===== config.mk =====
export PLATFORM = sky130hd
export DESIGN_NAME = rf_writeback_queue
export DESIGN_NICKNAME = d
export VERILOG_FILES = /design/src/rtl/rf_writeback_queue.sv
export SDC_FILE = /design/constraint.sdc
export NUM_CORES = 1
export LEC_CHECK = 0
export CAP_MARGIN = 15
export CORE_UTILIZATION = 62
export CTS_CLUSTER_DIAMETER = 100
export CTS_CLUSTER_SIZE = 10
export DETAILED_ROUTE_END_ITERATION = 10
export GPL_ROUTABILITY_DRIVEN = 0
export PLACE_DENSITY_LB_ADDON = 0.12
export SYNTH_ARGS = -nofsm -noshare
export SYNTH_HDL_FRONTEND = slang
export SYNTH_SLANG_ARGS = --single-unit

===== constraint.sdc =====
create_clock -name CLK -period 13.1 [get_ports CLK]
set_clock_uncertainty 0.2 [all_clocks]
set_input_delay 2.62 -clock CLK [delete_from_list [all_inputs] [get_ports CLK]]
set_output_delay 2.62 -clock CLK [all_outputs]
set_load 0.01 [all_outputs]

===== src/rtl/rf_writeback_queue.sv =====
// Register-file writeback queue: merges ALU and load results into one RF write port
// through a small circular FIFO and answers hazard queries against pending writes.
module rf_writeback_queue #(
   parameter int DEPTH = 4
) (
   input  logic        CLK,
   input  logic        RST,
   input  logic        ALUV,
   input  logic [4:0]  ALUA,
   input  logic [31:0] ALUD,
   output logic        ALURDY,
   input  logic        MEMV,
   input  logic [4:0]  MEMA,
   input  logic [31:0] MEMD,
   output logic        MEMRDY,
   output logic [1:0]  RFWE,
   output logic [4:0]  RFWA,
   output logic [31:0] RFWD,
   input  logic [4:0]  QA,
   output logic        QHIT,
   output logic [31:0] QD,
   output logic [2:0]  PEND
);

   localparam int PW = (DEPTH > 1) ? $clog2(DEPTH) : 1;
   localparam int CW = $clog2(DEPTH + 1);

   typedef logic [PW-1:0] ptr_t;
   typedef logic [CW-1:0] cnt_t;

   logic [4:0]  addr_q [DEPTH];
   logic [31:0] data_q [DEPTH];

   ptr_t head_q, head_d;
   ptr_t tail_q, tail_d;
   ptr_t alu_idx;
   cnt_t count_q, count_d;
   cnt_t free_w;
   logic mem_push, alu_push, pop;

   // Readiness looks only at occupancy, never at the pop happening this cycle.
   assign free_w = cnt_t'(DEPTH) - count_q;
   assign MEMRDY = (free_w >= cnt_t'(1));
   assign ALURDY = (free_w >= cnt_t'(2)) | ((free_w == cnt_t'(1)) & ~MEMV);

   // Writes to r0 complete the handshake but are never stored.
   assign mem_push = MEMV & MEMRDY & (MEMA != 5'd0);
   assign alu_push = ALUV & ALURDY & (ALUA != 5'd0);
   assign pop      = (count_q != '0);

   always_comb begin
      alu_idx = tail_q + PW'(mem_push);
      tail_d  = tail_q + PW'(mem_push) + PW'(alu_push);
      head_d  = head_q + PW'(pop);
      count_d = count_q + cnt_t'(mem_push) + cnt_t'(alu_push) - cnt_t'(pop);
   end

   always_ff @(posedge CLK or posedge RST) begin
      if (RST) begin
         head_q  <= '0;
         tail_q  <= '0;
         count_q <= '0;
      end else begin
         head_q  <= head_d;
         tail_q  <= tail_d;
         count_q <= count_d;
      end
   end

   // MEM lands first (older), ALU in the following slot.
   always_ff @(posedge CLK) begin
      if (mem_push) begin
         addr_q[tail_q] <= MEMA;
         data_q[tail_q] <= MEMD;
      end
      if (alu_push) begin
         addr_q[alu_idx] <= ALUA;
         data_q[alu_idx] <= ALUD;
      end
   end

   assign RFWE = {1'b0, pop};
   assign RFWA = pop ? addr_q[head_q] : 5'd0;
   assign RFWD = pop ? data_q[head_q] : 32'd0;
   assign PEND = 3'(count_q);

   // Scan oldest to youngest so the last match seen is the newest write.
   always_comb begin
      ptr_t q_idx;
      QHIT  = 1'b0;
      QD    = 32'd0;
      q_idx = head_q;
      for (int i = 0; i < DEPTH; i++) begin
         q_idx = head_q + PW'(i);
         if ((cnt_t'(i) < count_q) && (QA != 5'd0) && (addr_q[q_idx] == QA)) begin
            QHIT = 1'b1;
            QD   = data_q[q_idx];
         end
      end
   end

endmodule


==> metrics.txt <==
Synth Flop Type=edfxtp_1; fin. max-slew vios=0; status=completed; gr usage total=between 30% and 40%; vias per inst=around 7; Synth area leader=edfxtp_1; Clk Latency, worst-skew pair=0.43 ns; share of layout cells above drive strength 1=about a quarter; footprint of the multi-input gates=about 7300 um^2; pre-CTS WS=between 3 and 4 ns; DRT iter0 DRCs=~880; Post-DP HPWL=20300 um; fill count=1389; Die Wd=144 um; final worst path period need=approximately 10 ns; antenna violations before repair=2; Root Driver=clkbuf_16; clk slew on worst S/H paths=roughly 0.060 ns; worst hold stages=1; Pleak=5.09 nW; Pre-Repair DR Iteration Count=5; Seq/Total Area, Yosys=a little under two fifths; WL/cell=roughly 23 um; headroom to the max-slew limit=24.8%; vias in the first global route=~9900; Setup CP Type=input port to output port; Synth area leaders=edfxtp_1 (35%), mux2_2 (19%), mux2i_1 (11%); DIE AREA=between 20000 and 25000 um^2; first-pass GRT wire length=~52000 um; drt drc=0; Critical Path End Type=output port; DRT antenna net count=0; grt ovf=0; Post-synth EDFFs=between 100 and 150; Mapped Cells=about 1100; number of buffers created by CTS=17; Post-CTS Setup Repair Bufs=0; Core Box Area=~20000 um^2; Worst EP arrival=a little over 7 ns; Synth Register Bits=~160; Fmax=roughly 100 MHz; Netlist cell types=between 40 and 50; R2R setup slack=approximately 8 ns; Yosys Warn Count=0; # nets final=~1300; largest net degree at the start of global routing=88; PortBufs=158; syn avg cell area=11.5 um^2; via count=10138; area delta synth->final=16.7%; hold_ws=0.593 ns; Max-Cap Viols=0; post-CTS sizing=0; CTS sink count=around 160; RSZ-0062 raised after global routing=false; final setup vio count=0; area occupied by registers=4630 um^2; CTS tree=yes; top-area cell type share of the netlist area=35.4%; die height=about 140 um; total wire length=around 34000 um; I/O pin total=160; Initial Util=around 64%; Syn Nets=between 1000 and 1500; final hold vios=0; asr flop ratio synth=around 4.5%; post-cts hold buffer count=0; sum of negative setup slack=0 ns; VDD IR max=between 0.2 and 0.3 mV; CP Max Fanout=between 60 and 70; CP startpoint kind=input port; Pwr Density=a little over 300 nW/um^2; H-tree lvl count=4; Critical Path RT=10.28 ns; actual slew at the worst max-slew pin=approximately 1.1 ns; min-delay worst type=flip-flop to flip-flop; setup ws final=3.14 ns; post-route clock period utilization=about three quarters; Max Buffers Root-to-Sink=2; R2R depth=12; Post-Syn Area=around 13000 um^2; floorplan row count=51
[layer usage]
layer  GRT usage [%]  share of wire, %
met4            16.9               3.6
met3            5.66               8.2
met5               0                 0
met1            41.7                40
met2            54.5                48
[cells in the mapped netlist (2+ instances only)]
library cell	n
or3_1	2
nand3_1	5
o41ai_1	96
clkbuf_1	61
a31o_2	2
buf_2	37
buf_1	9
mux4_1	10
o32ai_1	29
and3_1	33
xor2_1	3
o32ai_2	3
dfrtp_1	7
nor3_1	2
and2_1	6
mux4_2	7
xnor2_1	22
mux2i_1	134
mux2_2	212
nand4_1	2
inv_1	14
fa_1	2
ha_1	10
buf_4	4
nor2_1	3
buf_12	4
edfxtp_1	148
o21bai_1	33
nand2b_1	3
nor3b_1	2
nand2_1	100
buf_6	8
a31oi_1	64
[power breakdown]
group	switching (mW)	total [mW]	internal [mW]	leakage, nW
Clock	0.209	0.508	0.299	0.279
Combinational	1.59	2.89	1.31	3.35
Sequential	0.227	1.10	0.871	1.46
[kinds of logic (layout without fill, tap and decap cells)]
| logic type | Yosys count | in the layout | synth area share (%) |
|---|---|---|---|
| mux | 363 | 363 | 33.1 |
| flops | 155 | 155 | 36.8 |
| fa+ha+maj | 12 | 12 | 1.32 |
| xor+xnor | 25 | 25 | 1.75 |
| buf+inv | 137 | 221 | 5.58 |
| compound gates | 236 | 236 | 15.1 |
| other cells | 1 | 3 | 0.0299 |
| simple gates | 164 | 164 | 6.32 |
[per-stage QoR]
stage | instances | power [mW] | instance area (um^2) | utilization [%]
after floorplan | 1093 | 3.00 | 12500 | -
after global placement | 1410 | 3.88 | 14000 | 71.4
after detailed placement | 1410 | 3.95 | 14000 | 71.4
after CTS | 1442 | 4.47 | 14600 | 74.5
after global routing | 1442 | 4.73 | 14600 | 74.5
final | 1444 | 4.50 | 14600 | 74.5
[placed cells by master, fill, tap and decap left out, types with 2 or more instances in the layout]
cell / instances
xnor2_1: 22
bufinv_16: 3
ha_1: 10
mux2_2: 212
buf_4: 17
nand2b_1: 3
mux2i_1: 134
mux4_1: 10
o32ai_1: 29
and2_1: 6
diode_2: 2
clkdlybuf4s50_1: 158
mux4_2: 7
nand2_1: 99
a31oi_1: 64
a31o_2: 2
o21bai_1: 31
and3_1: 32
clkbuf_16: 17
nand4_1: 2
dfrtp_1: 5
o41ai_1: 96
nor2_1: 2
xor2_1: 3
edfxtp_1: 148
inv_1: 13
o32ai_2: 3
clkinv_4: 4
clkinv_2: 2
nand3_1: 4
o21bai_4: 2
or3_1: 2
dfrtp_4: 2
clkinvlp_4: 5
fa_1: 2
[flip-flops by register name, summed over array words and instances (netlist names)]
name	count
data_q	128
head_q	2
addr_q	20
tail_q	2
PEND	3
[layout make-up]
cell class / instances / share of cell area, %
sequential: 155 / 31.6
multi-input combinational: 801 / 49.9
antenna: 2 / 0.0342
timing repair buffer: 175 / 11.7
inverter: 14 / 0.376
clock buffer: 17 / 2.90
tap: 265 / 2.26
clock inverter: 15 / 1.20
[final timing paths]
check                                to  startpoint
min in group asynchronous     tail_q[0]         RST
max in group asynchronous     head_q[1]         RST
setup / recovery                  QD[4]       QA[3]
setup reg to reg           data_q[1][0]     PEND[0]
hold / removal             addr_q[0][2]   tail_q[1]
hold reg to reg            addr_q[0][2]   tail_q[1]
[critical path, cell delays in order]
cell	delay [ns]
clkdlybuf4s50_1	0.56
nor4_1	0.45
nand2_1	0.22
nand3_2	0.12
buf_4	0.61
or3_4	0.76
o211ai_4	0.54
o32ai_1	0.57
clkdlybuf4s50_1	0.62
No activity file was read; power rests on OpenSTA's default activity.
